`src/rtl/memory_island_wide_responder.sv`:
```
// memory_island_wide_responder: round-robin two-port front end for one wide single-port SRAM bank.
// Latency: MemoryLatency cycles from grant to rvalid; one grant and one response per cycle sustained.
// Backpressure: requests stall via wide_gnt_o only; responses have no backpressure and cannot be stalled.
//
// Ports:
//   clk_i, rst_ni                 single clock, synchronous active-low reset
//   wide_req_i/gnt_o/addr_i/we_i  two request ports (0 = read port, 1 = write port; either may read or write)
//   wide_wdata_i/strb_i           write data and byte enables, sampled only in the grant cycle
//   wide_rvalid_o/rdata_o         per-port response; rdata is '0 for writes and on the idle port
//   sram_*                        single-port SRAM macro; read data arrives one cycle after sram_req_o
//   conflict_cnt_o                saturating count of cycles with both ports requesting
//
// Build option: define MEMORY_ISLAND_RESPONDER_CONFLICT_CNT_EN to enable the conflict counter;
// without it conflict_cnt_o is tied to zero.

module memory_island_wide_responder #(
  parameter int unsigned AddrWidth     = 32,
  parameter int unsigned WideDataWidth = 64,
  parameter int unsigned MemoryLatency = 2,
  parameter int unsigned NumWords      = 1024,
  localparam int unsigned WideStrbWidth = WideDataWidth / 8,
  localparam int unsigned IdxWidth      = $clog2(NumWords),
  localparam int unsigned OffWidth      = $clog2(WideStrbWidth)
) (
  input  logic                                clk_i,
  input  logic                                rst_ni,
  input  logic [1:0]                          wide_req_i,
  output logic [1:0]                          wide_gnt_o,
  input  logic [1:0][AddrWidth-1:0]           wide_addr_i,
  input  logic [1:0]                          wide_we_i,
  input  logic [1:0][WideDataWidth-1:0]       wide_wdata_i,
  input  logic [1:0][WideStrbWidth-1:0]       wide_strb_i,
  output logic [1:0]                          wide_rvalid_o,
  output logic [1:0][WideDataWidth-1:0]       wide_rdata_o,
  output logic                                sram_req_o,
  output logic                                sram_we_o,
  output logic [IdxWidth-1:0]                 sram_addr_o,
  output logic [WideDataWidth-1:0]            sram_wdata_o,
  output logic [WideStrbWidth-1:0]            sram_be_o,
  input  logic [WideDataWidth-1:0]            sram_rdata_i,
  output logic [31:0]                         conflict_cnt_o
);

  // Per-access bookkeeping that travels alongside the SRAM read latency.
  typedef struct packed {
    logic vld;
    logic port;
    logic we;
  } rsp_t;

  logic                     prio_q;
  logic [1:0]               gnt;
  logic                     any_gnt;
  logic                     sel;
  rsp_t                     pipe_in;
  rsp_t                     pipe_q [MemoryLatency];
  rsp_t                     rsp_out;
  logic [WideDataWidth-1:0] rsp_data;
  logic                     rsp_vld;
  logic [WideDataWidth-1:0] rsp_rdata;

  // Only the word-index slice of the byte address reaches the SRAM; the
  // remaining bits are intentionally ignored (no range checking).
  logic unused_addr_bits;
  assign unused_addr_bits = ^wide_addr_i;

  // ---------------------------------------------------------------------------
  // Arbitration: a lone requester always wins; on contention prio_q decides.
  // Reset overrides everything so nothing reaches the SRAM while in reset.
  // ---------------------------------------------------------------------------
  always_comb begin
    gnt = 2'b00;
    if (rst_ni) begin
      case (wide_req_i)
        2'b01:   gnt = 2'b01;
        2'b10:   gnt = 2'b10;
        2'b11:   gnt = prio_q ? 2'b10 : 2'b01;
        default: gnt = 2'b00;
      endcase
    end
  end

  assign wide_gnt_o = gnt;
  assign any_gnt    = |gnt;
  assign sel        = gnt[1];

  // Only contested grants rotate priority; the winner of a contest always
  // becomes the loser next time, so the pointer simply toggles.
  always_ff @(posedge clk_i) begin
    if (!rst_ni) begin
      prio_q <= 1'b0;
    end else if (wide_req_i == 2'b11) begin
      prio_q <= ~prio_q;
    end
  end

  // ---------------------------------------------------------------------------
  // SRAM drive: granted port passes straight through; everything is zeroed
  // when idle so the macro pins are quiet between accesses.
  // ---------------------------------------------------------------------------
  assign sram_req_o   = any_gnt;
  assign sram_we_o    = any_gnt & wide_we_i[sel];
  assign sram_addr_o  = any_gnt ? wide_addr_i[sel][OffWidth +: IdxWidth] : '0;
  assign sram_wdata_o = any_gnt ? wide_wdata_i[sel] : '0;
  assign sram_be_o    = any_gnt ? wide_strb_i[sel] : '0;

  // ---------------------------------------------------------------------------
  // Response tracking: stage 0 loads at the grant edge, the last stage is the
  // response cycle, giving exactly MemoryLatency cycles grant-to-rvalid.
  // ---------------------------------------------------------------------------
  always_comb begin
    pipe_in      = '0;
    pipe_in.vld  = any_gnt;
    pipe_in.port = sel;
    pipe_in.we   = sram_we_o;
  end

  always_ff @(posedge clk_i) begin
    if (!rst_ni) begin
      for (int i = 0; i < MemoryLatency; i++) begin
        pipe_q[i] <= '0;
      end
    end else begin
      pipe_q[0] <= pipe_in;
      for (int i = 1; i < MemoryLatency; i++) begin
        pipe_q[i] <= pipe_q[i-1];
      end
    end
  end

  assign rsp_out = pipe_q[MemoryLatency-1];

  // SRAM data is valid while stage 0 holds the access; data_q[k] stays aligned
  // with pipe_q[k+1]. These registers need no reset: the valid bits gate them.
  if (MemoryLatency == 1) begin : g_fwd
    assign rsp_data = sram_rdata_i;
  end else begin : g_dly
    logic [WideDataWidth-1:0] data_q [MemoryLatency-1];

    always_ff @(posedge clk_i) begin
      // Capture only real reads so the first stage stays still otherwise.
      if (pipe_q[0].vld && !pipe_q[0].we) begin
        data_q[0] <= sram_rdata_i;
      end
      for (int i = 1; i < MemoryLatency - 1; i++) begin
        data_q[i] <= data_q[i-1];
      end
    end

    assign rsp_data = data_q[MemoryLatency-2];
  end

  // Gating with rst_ni keeps every response output low for the whole time
  // reset is asserted, including the window before the clearing edge.
  assign rsp_vld   = rsp_out.vld & rst_ni;
  assign rsp_rdata = (rsp_vld && !rsp_out.we) ? rsp_data : '0;

  assign wide_rvalid_o[0] = rsp_vld & ~rsp_out.port;
  assign wide_rvalid_o[1] = rsp_vld &  rsp_out.port;
  assign wide_rdata_o[0]  = wide_rvalid_o[0] ? rsp_rdata : '0;
  assign wide_rdata_o[1]  = wide_rvalid_o[1] ? rsp_rdata : '0;

  // ---------------------------------------------------------------------------
  // Conflict counter: counts cycles in which one port was stalled by the other.
  // ---------------------------------------------------------------------------
`ifdef MEMORY_ISLAND_RESPONDER_CONFLICT_CNT_EN
  logic [31:0] conflict_cnt_q;

  always_ff @(posedge clk_i) begin
    if (!rst_ni) begin
      conflict_cnt_q <= 32'h0;
    end else if ((wide_req_i == 2'b11) && (conflict_cnt_q != 32'hFFFF_FFFF)) begin
      conflict_cnt_q <= conflict_cnt_q + 32'd1;
    end
  end

  assign conflict_cnt_o = conflict_cnt_q;
`else
  assign conflict_cnt_o = 32'h0;
`endif

endmodule

```
`config.mk`:
```
export PLATFORM = sky130hd
export DESIGN_NAME = memory_island_wide_responder
export DESIGN_NICKNAME = d
export VERILOG_FILES = /design/src/rtl/memory_island_wide_responder.sv
export SDC_FILE = /design/constraint.sdc
export NUM_CORES = 1
export LEC_CHECK = 0
export ABC_AREA = 1
export BUFFER_PORTS_ARGS = -buffer_cell sky130_fd_sc_hd__clkbuf_2
export CORE_AREA = 2 2 204 206
export CTS_CLUSTER_SIZE = 28
export DETAILED_ROUTE_END_ITERATION = 8
export DIE_AREA = 0 0 206 208
export GPL_TIMING_DRIVEN = 0
export PLACE_DENSITY = 0.33
export SLEW_MARGIN = 20
export SYNTH_ARGS = -nofsm -noshare
export SYNTH_HDL_FRONTEND = slang
export SYNTH_SLANG_ARGS = --single-unit
export TNS_END_PERCENT = 100
```
`constraint.sdc`:
```
create_clock -name clk_i -period 4.3 [get_ports clk_i]
set_input_delay 0.215 -clock clk_i [delete_from_list [all_inputs] [get_ports clk_i]]
set_output_delay 0.215 -clock clk_i [all_outputs]
set_load 0.005 [all_outputs]
```
==> results.md <==
* Final Max Slew Viols at 0
* Routed Antenna Nets at 0
* Post-synthesis sequential area ratio at 47.9%
* Complex-gate fraction of the synthesized area at 0.756%
* Metal2 WL at 13900 microns
* Clk pin slew, worst setup/hold paths at 0.06 ns
* Core Util, Final at 19.0%
* Most instantiated library cell after synthesis: nand2_1
* Critical Path Most Common Cell: clkbuf_1
* CTS buffer count at 9
* Fmax at 393 MHz
* Proportion of synthesized area in mux cells at 0%
* Vias at 5519
* Reg2Reg Setup Slack at 2.83 ns
* Endpoint type of the worst setup path: output port
* Adder-Cell Fraction of Synth Area at 0%
* Initial core utilization at 10.6%
* Met3 WL at 2410 microns
* Finished Layout Cells at 1648
* Max incr delay on CP at 0.63 ns
* Max_slew headroom at 43.7%
* Power per cell area at 258 nW/um^2
* Vias in the first global route at 5555
* Mapped Area at 4300 sq um
* Clock buffer depth at 2
* Final RePlAce weighted congestion at 0.854
* Die area at 42800 sq um
* Startpoint types: flop
* GRT Total Usage at 11.7%
* Synth Area in XOR/XNOR at 0%
* Leak at 0.00432 uW
* Clk Latency, worst-skew pair at 0.34 ns
* # rows at 74
* Setup Fix Bufs, Post-CTS at 0
* Root Driver: clkbuf_16
* Highest Signal Layer: met5
* Worst R2R Start: pipe_q[0][2]
* DRC at 0
* P&R area growth vs syn at 79.0%
* Share of flip-flops with an asynchronous set or reset at 0%
* # IOs at 526
* Largest net degree at the start of global routing at 25
* CP Class: flop to output port
* Pwr Total at 1980 uW
* Antenna violations before repair at 4
* Status: completed
* Inst Count DP at 1630
* Worst Hold End: g_dly.data_q[0][25]
* Synth warn at 0
* Fin Setup TNS at 0 ns
* Post-CTS Resized at 0
* Tcrit/Tclk final at 59.2%
* Hold WC Path Type: primary input to flop
* Share of layout cells above drive strength 1 at 47.0%
* Post-synth top cells: 325 x nand2_1, 131 x nor2_1, 64 x edfxtp_1
* Reg2reg path depth at 4
* Vias per inst at 3.35
* Synth Register Bits at 71
* Htree depth at 3
* Arrival @ worst endpoint at 2.33 ns
* WL final at 26200 microns
* Number of synthesized flops with an enable pin at 64
* Synth unique cells at 15
* Chip Width at 206 microns
* Fin worst setup slack at 1.75 ns
* Endpoints failing hold at 0
* Largest family of logic cells by synthesized area: simple AND/OR/NAND/NOR gates
* CP Max Fanout at 10
* Gr ovfl total at 0
* Min Tclk post-route at 2.55 ns
* RSZ-0062 raised after global routing: false
* DRT iter0 DRCs at 166
* M1 WL at 9310 microns
* Cell count of the worst hold path at 1
* Final setup fails at 0
* WL per Instance at 15.9 microns
* TritonCTS clock tree: yes
* Port-buffer cells at 448
* Pre-CTS WS at 1.87 ns
* Hold Buf Count CTS at 0
* Avg Cell Area, Syn at 6.99 sq um
* CTS sink count at 71
* Core area at 40600 sq um
* Leading area contributor after synthesis: edfxtp_1
* Yosys top cell area share at 44.7%
* Worst Skew at 0.00435 ns
* Simple-Gate Fraction of Synth Area at 40.3%
* Synth Instances at 616
* Cell Chain, Critical Path: inv_1, clkbuf_1, clkbuf_1, nor2_1, clkbuf_2
* Die Y at 208 microns
* Detailed Routing Iterations Pass 1 at 6
* Hold Crit Start: sram_rdata_i[25]
* Worst VDD drop at 0.170 mV
* Final #Nets at 1387
* Hpwl dp at 22600 microns
* R2r endpoint: g_dly.data_q[0][30]
* Worst EP required at 4.09 ns
* Primary FF master, synth: edfxtp_1
* Worst-margin pin slew at 0.845 ns
* Global-route wire length before repair at 35900 microns
* Max-Cap Viols at 0
* Top cells by area, synth: edfxtp_1 45%, nand2_1 28%, nor2_1 11%, buf_4 7.2%, dfxtp_1 3.3%
* Worst path slowest cell: clkbuf_1
per-layer routing:
metal / vias up / track usage [%]
met5: - / 0
met4: 2 / 4.09
met3: 15 / 3.79
met2: 292 / 22.6
met1: 2405 / 11.5
li1: 2805 / -
per-stage QoR:
step	hold slack [ns]	cell area [sq um]
after CTS	0.0198	7700
after global placement	0.393	7330
after detailed placement	0.394	7410
after global routing	0.0217	7700
final	0.0472	7700
after floorplan	0.311	4420
area by class of cell:
type / count / area (sq um)
well taps: 532 / 666
clock inverters: 7 / 63.8
flip-flops and latches: 71 / 2060
clock buffers: 9 / 225
repair buffers: 451 / 2320
diodes: 2 / 5.00
inverters: 9 / 33.8
multi-input cells: 496 / 1890
fillers: 4767 / 32800
plain buffers: 71 / 439
sequential cells by signal, summed over array words and instances (netlist names):
name / cells
g_dly.data_q: 64
prio_q: 1
pipe_q: 6
logic make-up after synthesis:
kind of cell    after synthesis
other cells                   1
flops                        71
simple gates                459
compound gates                5
buf+inv                      80
where the power goes:
part           leakage (uW)  internal, uW  total [uW]  switching [uW]
combinational       0.00352           193         421             228
sequential         0.000670           809         823            13.6
clock              0.000130           443         740             297
total               0.00432          1450        1980             539
worst max-delay path: cells and delay by family (launching register included):
family,cells,cell delay [ns]
flip-flops,1,0.32
buffers and inverters,4,1.46
AND/OR/NAND/NOR,1,0.20
worst max path at each step:
stage,startpoint,end,slack (ns),depth (start not counted)
final,pipe_q[0][4],wide_rdata_o[111],1.75,5
after global routing,pipe_q[0][4],wide_rdata_o[111],1.48,5
after CTS,pipe_q[0][4],wide_rdata_o[111],1.47,5
after detailed placement,pipe_q[0][4],wide_rdata_o[111],1.87,5
after global placement,pipe_q[0][2],g_dly.data_q[0][29],-1.43,2
after floorplan,pipe_q[0][2],g_dly.data_q[0][0],0.76,2
cell usage in the layout (no fill, tap or decap), drive strengths merged, types with 3 or more instances in the layout:
master	n
inv	9
dfxtp	7
edfxtp	64
buf	62
conb	32
a21oi	4
clkbuf	469
clkinvlp	3
nand2	325
clkinv	3
nor2	132
No activity file was read; power rests on OpenSTA's default activity.
